File: src/rtl/keypad_entry.sv
// 4x4 hex keypad scanner with debounce; each accepted key shifts a nibble into a 32-bit entry register.
// Optional auto-repeat while a key stays held: define KEYPAD_AUTOREPEAT_EN.
module keypad_entry #(
  parameter int SCAN_DIV       = 150000,
  parameter int DEBOUNCE_SCANS = 4,
  parameter int REPEAT_SCANS   = 64
) (
  input  logic        clk,
  input  logic        rst,
  output logic [3:0]  row,
  input  logic [3:0]  col,
  input  logic        clear,
  output logic [31:0] data,
  output logic [3:0]  key_code,
  output logic        key_valid
);

  localparam int CW = $clog2(SCAN_DIV);
  localparam logic [CW-1:0] SLOT_LAST = CW'(SCAN_DIV - 1);
  localparam int DW = $clog2(DEBOUNCE_SCANS + 1);
  localparam logic [DW-1:0] DB_TARGET = DW'(DEBOUNCE_SCANS);
`ifdef KEYPAD_AUTOREPEAT_EN
  localparam int RW = $clog2(REPEAT_SCANS + 1);
  localparam logic [RW-1:0] REP_TARGET = RW'(REPEAT_SCANS);
`endif

  typedef enum logic [1:0] {
    SCAN     = 2'd0,
    DEBOUNCE = 2'd1,
    HELD     = 2'd2
  } state_t;

  state_t          state_q, state_d;
  logic [3:0]      col_meta_q, col_s_q;
  logic [CW-1:0]   slot_q, slot_d;
  logic [1:0]      row_idx_q, row_idx_d;
  logic [3:0]      row_q, row_d;
  logic [1:0]      cand_col_q, cand_col_d;
  logic [DW-1:0]   db_cnt_q, db_cnt_d;
  logic [DW-1:0]   rel_cnt_q, rel_cnt_d;
  logic [31:0]     data_q, data_d;
  logic [3:0]      key_code_q, key_code_d;
  logic            key_valid_q, key_valid_d;
`ifdef KEYPAD_AUTOREPEAT_EN
  logic [RW-1:0]   rep_cnt_q, rep_cnt_d;
`endif

  logic            slot_end_s;
  logic            sample_valid_s;
  logic [1:0]      col_idx_s;
  logic [3:0]      code_s;
  logic            accept_s;
  logic            advance_s;

  // Two-flop synchronizer for the asynchronous column inputs
  always_ff @(posedge clk or posedge rst) begin
    if (rst) begin
      col_meta_q <= 4'b1111;
      col_s_q    <= 4'b1111;
    end else begin
      col_meta_q <= col;
      col_s_q    <= col_meta_q;
    end
  end

  // State register: FSM state, counters and all registered outputs
  always_ff @(posedge clk or posedge rst) begin
    if (rst) begin
      state_q     <= SCAN;
      slot_q      <= {CW{1'b0}};
      row_idx_q   <= 2'd0;
      row_q       <= 4'b1110;
      cand_col_q  <= 2'd0;
      db_cnt_q    <= {DW{1'b0}};
      rel_cnt_q   <= {DW{1'b0}};
      data_q      <= 32'h0000_0000;
      key_code_q  <= 4'h0;
      key_valid_q <= 1'b0;
`ifdef KEYPAD_AUTOREPEAT_EN
      rep_cnt_q   <= {RW{1'b0}};
`endif
    end else begin
      state_q     <= state_d;
      slot_q      <= slot_d;
      row_idx_q   <= row_idx_d;
      row_q       <= row_d;
      cand_col_q  <= cand_col_d;
      db_cnt_q    <= db_cnt_d;
      rel_cnt_q   <= rel_cnt_d;
      data_q      <= data_d;
      key_code_q  <= key_code_d;
      key_valid_q <= key_valid_d;
`ifdef KEYPAD_AUTOREPEAT_EN
      rep_cnt_q   <= rep_cnt_d;
`endif
    end
  end

  // Slot timing and column sample decode (exactly one low column is a valid sample)
  always_comb begin
    slot_end_s     = (slot_q == SLOT_LAST);
    sample_valid_s = 1'b0;
    col_idx_s      = 2'd0;
    if (slot_end_s) begin
      slot_d = {CW{1'b0}};
    end else begin
      slot_d = slot_q + CW'(1);
    end
    case (col_s_q)
      4'b1110: begin sample_valid_s = 1'b1; col_idx_s = 2'd0; end
      4'b1101: begin sample_valid_s = 1'b1; col_idx_s = 2'd1; end
      4'b1011: begin sample_valid_s = 1'b1; col_idx_s = 2'd2; end
      4'b0111: begin sample_valid_s = 1'b1; col_idx_s = 2'd3; end
      default: begin sample_valid_s = 1'b0; col_idx_s = 2'd0; end
    endcase
    code_s = {row_idx_q, col_idx_s};
  end

  // Next-state logic: every decision is taken only on a slot end
  always_comb begin
    state_d    = state_q;
    cand_col_d = cand_col_q;
    db_cnt_d   = db_cnt_q;
    rel_cnt_d  = rel_cnt_q;
    accept_s   = 1'b0;
    advance_s  = 1'b0;
`ifdef KEYPAD_AUTOREPEAT_EN
    rep_cnt_d  = rep_cnt_q;
`endif
    if (slot_end_s) begin
      case (state_q)
        SCAN: begin
          if (sample_valid_s) begin
            cand_col_d = col_idx_s;
            if (DEBOUNCE_SCANS == 1) begin
              accept_s  = 1'b1;
              state_d   = HELD;
              db_cnt_d  = {DW{1'b0}};
              rel_cnt_d = {DW{1'b0}};
`ifdef KEYPAD_AUTOREPEAT_EN
              rep_cnt_d = {RW{1'b0}};
`endif
            end else begin
              db_cnt_d = DW'(1);
              state_d  = DEBOUNCE;
            end
          end else begin
            advance_s = 1'b1;
          end
        end
        DEBOUNCE: begin
          if (sample_valid_s && (col_idx_s == cand_col_q)) begin
            if ((db_cnt_q + DW'(1)) == DB_TARGET) begin
              accept_s  = 1'b1;
              state_d   = HELD;
              db_cnt_d  = {DW{1'b0}};
              rel_cnt_d = {DW{1'b0}};
`ifdef KEYPAD_AUTOREPEAT_EN
              rep_cnt_d = {RW{1'b0}};
`endif
            end else begin
              db_cnt_d = db_cnt_q + DW'(1);
            end
          end else begin
            state_d   = SCAN;
            db_cnt_d  = {DW{1'b0}};
            advance_s = 1'b1;
          end
        end
        HELD: begin
          if (col_s_q == 4'b1111) begin
            if ((rel_cnt_q + DW'(1)) == DB_TARGET) begin
              state_d   = SCAN;
              rel_cnt_d = {DW{1'b0}};
              advance_s = 1'b1;
            end else begin
              rel_cnt_d = rel_cnt_q + DW'(1);
            end
          end else begin
            rel_cnt_d = {DW{1'b0}};
          end
`ifdef KEYPAD_AUTOREPEAT_EN
          // Row is held here, so a matching column means the same key code
          if (sample_valid_s && (col_idx_s == cand_col_q)) begin
            if ((rep_cnt_q + RW'(1)) == REP_TARGET) begin
              accept_s  = 1'b1;
              rep_cnt_d = {RW{1'b0}};
            end else begin
              rep_cnt_d = rep_cnt_q + RW'(1);
            end
          end else begin
            rep_cnt_d = {RW{1'b0}};
          end
`endif
        end
        default: begin
          state_d   = SCAN;
          db_cnt_d  = {DW{1'b0}};
          rel_cnt_d = {DW{1'b0}};
          advance_s = 1'b1;
        end
      endcase
    end else begin
      state_d = state_q;
    end
  end

  // Output logic: row rotation, entry shift register, key code and valid pulse
  always_comb begin
    key_valid_d = accept_s;
    if (advance_s) begin
      row_idx_d = row_idx_q + 2'd1;
      row_d     = ~(4'b0001 << row_idx_d);
    end else begin
      row_idx_d = row_idx_q;
      row_d     = row_q;
    end
    if (accept_s) begin
      key_code_d = code_s;
      if (clear) begin
        data_d = {28'h000_0000, code_s};
      end else begin
        data_d = {data_q[27:0], code_s};
      end
    end else begin
      key_code_d = key_code_q;
      if (clear) begin
        data_d = 32'h0000_0000;
      end else begin
        data_d = data_q;
      end
    end
  end

  assign row       = row_q;
  assign data      = data_q;
  assign key_code  = key_code_q;
  assign key_valid = key_valid_q;

endmodule

File: config.mk
export PLATFORM = sky130hd
export DESIGN_NAME = keypad_entry
export DESIGN_NICKNAME = d
export VERILOG_FILES = /design/src/rtl/keypad_entry.sv
export SDC_FILE = /design/constraint.sdc
export NUM_CORES = 1
export LEC_CHECK = 0
export ABC_CLOCK_PERIOD_IN_PS = 5300
export BUFFER_PORTS_ARGS = -buffer_cell sky130_fd_sc_hd__buf_2
export CORE_UTILIZATION = 55
export DETAILED_ROUTE_END_ITERATION = 12
export PLACE_DENSITY = 0.87
export SYNTH_ARGS = -nofsm -noshare
export SYNTH_HDL_FRONTEND = slang
export SYNTH_SLANG_ARGS = --single-unit
File: constraint.sdc
create_clock -name clk -period 5.3 [get_ports clk]
set_input_delay 0.265 -clock clk [delete_from_list [all_inputs] [get_ports clk]]
set_output_delay 0.265 -clock clk [all_outputs]
set_load 0.02 [all_outputs]
# Yosys cells after proc, flatten, opt, wreduce, memory -nomap -nowiden
# Index checks and enable logic that the tools add are counted.
# W data, S select, Z words.
[classes]
n_mux = 31
n_bitwise = 3
eq_ne = 17
n_addsub = 4
shift = 1
n_reduce_logical = 8
[ops]
columns = ["cell", "n"]
rows = [
  ["$mux W32", 3],
  ["$mux W3", 7],
  ["$add A18 B1 Y18 const B", 1],
  ["$eq A18 B18 Y1 const B", 1],
  ["$mux W18", 1],
  ["$pmux W3 S3", 2],
  ["$eq A4 B4 Y1 const B", 4],
  ["$pmux W2 S3", 2],
  ["$mux W1", 10],
  ["$mux W2", 5],
  ["$ne A2 B2 Y1 const B", 5],
  ["$add A3 B1 Y3 const B", 2],
  ["$eq A3 B3 Y1 const B", 2],
  ["$reduce_and A3 Y1", 2],
  ["$reduce_and A5 Y1", 1],
  ["$eq A4 B3 Y1 const B", 1],
  ["$not A4 Y4", 1],
  ["$reduce_and A4 Y1", 1],
  ["$reduce_or A4 Y1", 1],
  ["$shl A1 B2 Y4 const A", 1],
  ["$ne A3 B3 Y1 const B", 1],
  ["$pmux W1 S3", 1],
  ["$add A2 B1 Y2 const B", 1],
  ["$eq A2 B1 Y1 const B", 1],
  ["6 further kinds", 7],
]
[word_totals]
word_cells = 76
regBits = 79
output_inout_bits = 41
inputBits = 7

# Depth between registers and ports, before layout
[logic_depth]
ltp_word = 8
ltp_mapped = 9
ltp_nobuf = 6

# Worst setup path after synthesis
# OpenSTA, ideal clock, no wires.
[synth_timing]
path_kind = "register to register"
start = "reg col_s_q[1]"
end = "reg data_q[6], in the netlist data[6]"
arrival_ns = 2.226
slack_ns = 2.942
synth_period_minus_slack_ns = 2.358
t_required_ns = 5.168
setup_ns = 0.132
path_stages_with_launch = 9
n_path_buf = 3
path_cell_list = "dfstp_2 -> buf_2 -> or3b_1 -> a211o_1 -> a2111oi_4 -> buf_6 -> buf_6 -> mux2i_1 -> nor2_1"
[synth_between]
elab_chain_cells = 8
elab_cells_between_ends = 14
classes_between = "eq/ne: 5; mux: 6; reduce/logical: 3"
[synth_rtl]
columns = ["element", "line_no", "rtl"]
rows = [
  ["from (decl)", "34", "logic [3:0] col_meta_q, col_s_q;"],
  ["from (signal assigned)", "62", "col_s_q <= col_meta_q;"],
  ["$eq A4 B3 Y1 or $eq A4 B4 Y1 (tied branches)", "109", "case (col_s_q)"],
  ["$pmux W2 S3 or $reduce_or A4 Y1 (tied branches)", "n/a", ""],
  ["$eq A2 B2 Y1 or $mux W1 (tied branches)", "152, 109", ""],
  ["$logic_and A1 B1 Y1 (*)", "152", "if (sample_valid_s && (col_idx_s == cand_col_q)) begin"],
  ["$mux W1 (*)", "152", ""],
  ["$mux W1 (*)", "131", "case (state_q)"],
  ["$mux W1 (*)", "130", "if (slot_end_s) begin"],
  ["$mux W32 or $reduce_bool A2 Y1 (tied branches)", "n/a", ""],
  ["to (signal assigned)", "90", "data_q <= data_d;"],
  ["to (decl)", "41", "logic [31:0] data_q, data_d;"],
]
# Every way passes the cells marked *; elsewhere a longest branch is shown, timed or not.
# A chain may end at the register's enable or synchronous reset.

# Final worst setup path
[layout_timing]
start = "reg col_s_q[1]"
end = "reg data_q[1], in the netlist data[1]"
[layout_between]
elab_chain_cells = 8
elab_cells_between_ends = 15
classes_between = "eq/ne: 5; mux: 7; reduce/logical: 3"
[layout_rtl]
columns = ["element", "line_no"]
rows = [
  ["$eq A4 B3 Y1 or $eq A4 B4 Y1 (tied branches)", "109"],
  ["$pmux W2 S3 or $reduce_or A4 Y1 (tied branches)", "n/a"],
  ["$eq A2 B2 Y1 or $mux W1 (tied branches)", "152, 109"],
  ["$logic_and A1 B1 Y1", "152"],
  ["$mux W1", "152"],
  ["$mux W1", "131"],
  ["$mux W1", "130"],
  ["$mux W32 or $reduce_bool A2 Y1 (tied branches)", "n/a"],
]
# Several ways; a longest one is shown, not always the timed one.

==> results.sh <==
export IMPL_dp_hpwl_mm=4.24
export IMPL_post_route_drc_count=0
export IMPL_die_x_microns=82.9
export IMPL_power_uw=1130
export IMPL_post_drt_wl_per_cell_microns=14.8
export IMPL_dp_cells=414
export IMPL_finalClockSkew_ns=0.00809
export IMPL_cp_buffers_inverters=1
export IMPL_holdCritPathClass="in -> reg"
export IMPL_ctsLongestPathBuffers=2
export IMPL_synth_edff_count=0
export IMPL_cts_root_buf="clkbuf_8"
export IMPL_critical_path_class="reg -> reg"
export IMPL_drv_slew=0
export IMPL_reg2regPathDepth=6
export IMPL_r2r_end="data[1]"
export IMPL_fmax_mhz=366
export IMPL_crit_path_max_fanout=38
export IMPL_powerDensity_mw_per_mm2=275
export IMPL_htreeDepth=3
export IMPL_r2r_start="col_s_q[1]"
export IMPL_reg2reg_slack_ns=2.56
export IMPL_syn_avg_cell_area_sq_um=12.0
export IMPL_cts_tree="built"
export IMPL_maxSlewHeadroom_pct=37.6
export IMPL_period_needed_ns=2.74
export IMPL_synth_most_common_cell="dfrtp_1"
export IMPL_ys_seq_area_share_pct=55.2
export IMPL_stdcell_area_sq_mm=0.00412
export IMPL_grt_max_degree=80
export IMPL_final_hold_viol_count=0
export IMPL_insertion_delay_ns=0.34
export IMPL_dr_pass1_iters=4
export IMPL_cp_num_cells=6
export IMPL_synth_distinct_cells=45
export IMPL_die_area_sq_mm=0.00688
export IMPL_postCtsSetupBuffers=0
export IMPL_synthesis_area_sq_mm=0.00360
export IMPL_cpPeakStageDelay_ns=0.61
export IMPL_wirelength_mm=6.41
export IMPL_crit_path_cell_trace="or3b_1 -> a211o_1 -> a2111oi_4 -> buf_4 -> nor2_1 -> a22o_1"
export IMPL_n_fill_cell=434
export IMPL_min_path_cells=1
export IMPL_track_usage_pct=20.3
export IMPL_placed_area_sq_mm=0.00387
export IMPL_portBuffers=47
export IMPL_drt_initial_drc_count=155
export IMPL_min_to="col_meta_q[0]"
export IMPL_hold_ws_ns=0.0180
export IMPL_slowest_stage="dfstp_2"
export IMPL_setup_tns_ns=0
export IMPL_die_height_microns=82.9
export IMPL_status="finished, final reports clean"
export IMPL_drv_cap=0
export IMPL_cts_sinks=79
export IMPL_async_flop_share_pct=100
export IMPL_synthCells=301
export IMPL_area_growth_pct=14.3
export IMPL_ys_flop_type="dfrtp_1"
export IMPL_drive_gt1_share_pct=24.8
export IMPL_finalSetupViolCount=0
export IMPL_final_nets=367
export IMPL_overflow=0
export IMPL_viasPerCell=5.45
export IMPL_required_ns=5.52
export IMPL_vias=2355
export IMPL_rsz0062_at_grt="no"
export IMPL_ios=48
export IMPL_antenna_found_initial=0
export IMPL_post_route_period_util_pct=51.6
export IMPL_grt_pass1_wl_mm=11.1
export IMPL_end_kind="flip-flop"
export IMPL_fin_cells=432
export IMPL_grt_pass1_vias=2294
export IMPL_ant_nets=0
export IMPL_synth_area_leaders="dfrtp_1 47%, mux2i_1 8.9%, dfstp_2 8.0%, nor2_1 4.5%, ha_1 3.5%"
export IMPL_synthTopCellsByCount="68 x dfrtp_1, 43 x nor2_1, 32 x mux2i_1"
export IMPL_cts_resized=0
export IMPL_synth_seq_cells=79
export IMPL_num_antenna_cells=0
export IMPL_gp_congestion=0.777
export IMPL_worst_setup_path_start_kind="flip-flop"
export IMPL_worst_pin_slew_ns=0.936
export IMPL_coreArea_sq_mm=0.00635
export IMPL_synth_top_area_share_pct=47.2
export IMPL_ir_worst_vdd_uv=218
export IMPL_cts_buffers=9
export IMPL_p_leak_uw=0.00199
export IMPL_row_count=29
export IMPL_critical_path_arrival_ns=2.95
export IMPL_clkTransAtPathRegs_ns=0.08
export IMPL_yosysWarnings=0
export IMPL_start_util_pct=56.7
export IMPL_syn_nets=318
export IMPL_yosys_area_top_type="dfrtp_1"
export IMPL_critPathTopFamily="compound AO/OA/AOI/OAI gates"
export IMPL_min_from="col[0]"
## report_power, final
part / internal, uW / switching (uW)
registers: 608 / 3.96
logic: 6.96 / 20.0
clock network: 280 / 215
total: 895 / 239
## metrics by stage
stage / setup slack, ns / util [%]
6_report: 2.56 / 64.8
5_1_grt: 2.44 / 64.8
4_1_cts: 2.59 / 64.5
3_5_place_dp: 2.68 / 60.9
3_3_place_gp: 2.73 / 60.9
2_1_floorplan: 2.94 / -
## worst max path at each step
stage | startpoint | to | slack (ns)
after floorplan | col_s_q[1] | data[6] | 2.94
after global placement | col_s_q[1] | key_code[3] | 2.73
after detailed placement | col_s_q[1] | data[0] | 2.68
after CTS | col_s_q[1] | data[1] | 2.59
after global routing | col_s_q[1] | data[1] | 2.44
final | col_s_q[1] | data[1] | 2.56
## sequential cells by signal, summed over array words and instances (netlist names)
name        flops
cand_col_q      2
col_meta_q      4
col_s_q         4
data           32
db_cnt_q        3
key_code        4
key_valid       1
rel_cnt_q       3
row             4
row_idx_q       2
slot_q         18
state_q         2
## layer usage
metal / vias to the layer above / wire [microns] / global-route usage (%)
met5: - / 0 / 0
met4: 0 / 85 / 8.31
met3: 8 / 236 / 4.67
met2: 39 / 3090 / 31.6
met1: 1179 / 3000 / 27.5
li1: 1129 / - / -
## area by class of cell
cell class                 count  area (sq um)  share of cell area [%]
clock inverter                 6          92.6                    2.25
tap                           77          96.3                    2.34
sequential                    79          1990                    48.3
inverter                      11          41.3                    1.00
multi-input combinational    198          1490                    36.2
clock buffer                  10           138                    3.34
timing repair buffer          51           270                    6.56
## kinds of logic (layout without fill, tap and decap cells)
logic type | after synthesis | after routing | share of synthesized area [%]
buffers and inverters | 24 | 78 | 3.44
AOI/OAI and AO/OA | 28 | 28 | 7.12
xor gates and xnor gates | 19 | 19 | 4.62
DFF | 79 | 79 | 55.2
and+or+nand+nor | 100 | 100 | 14.3
adders and majority gates | 10 | 10 | 3.47
muxes | 41 | 41 | 11.8
## cells in the final DEF, fill, tap and decap left out, drive strengths merged, types with 4 or more instances in the layout
master	n
buf	49
ha	10
a22o	7
and3	6
a21oi	4
nand3	8
dfstp	11
xnor2	9
nand2b	6
nand2	11
dfrtp	68
inv	12
nor3	4
clkbuf	10
xor2	10
a211o	5
mux2i	32
mux2	9
nor2	43
## timing repair
action	4_1_cts	5_1_grt
hold endpoints to repair	0	2
hold buffers	0	2
setup endpoints to repair	0	0
Note: power is estimated with default switching activity, not from simulation.
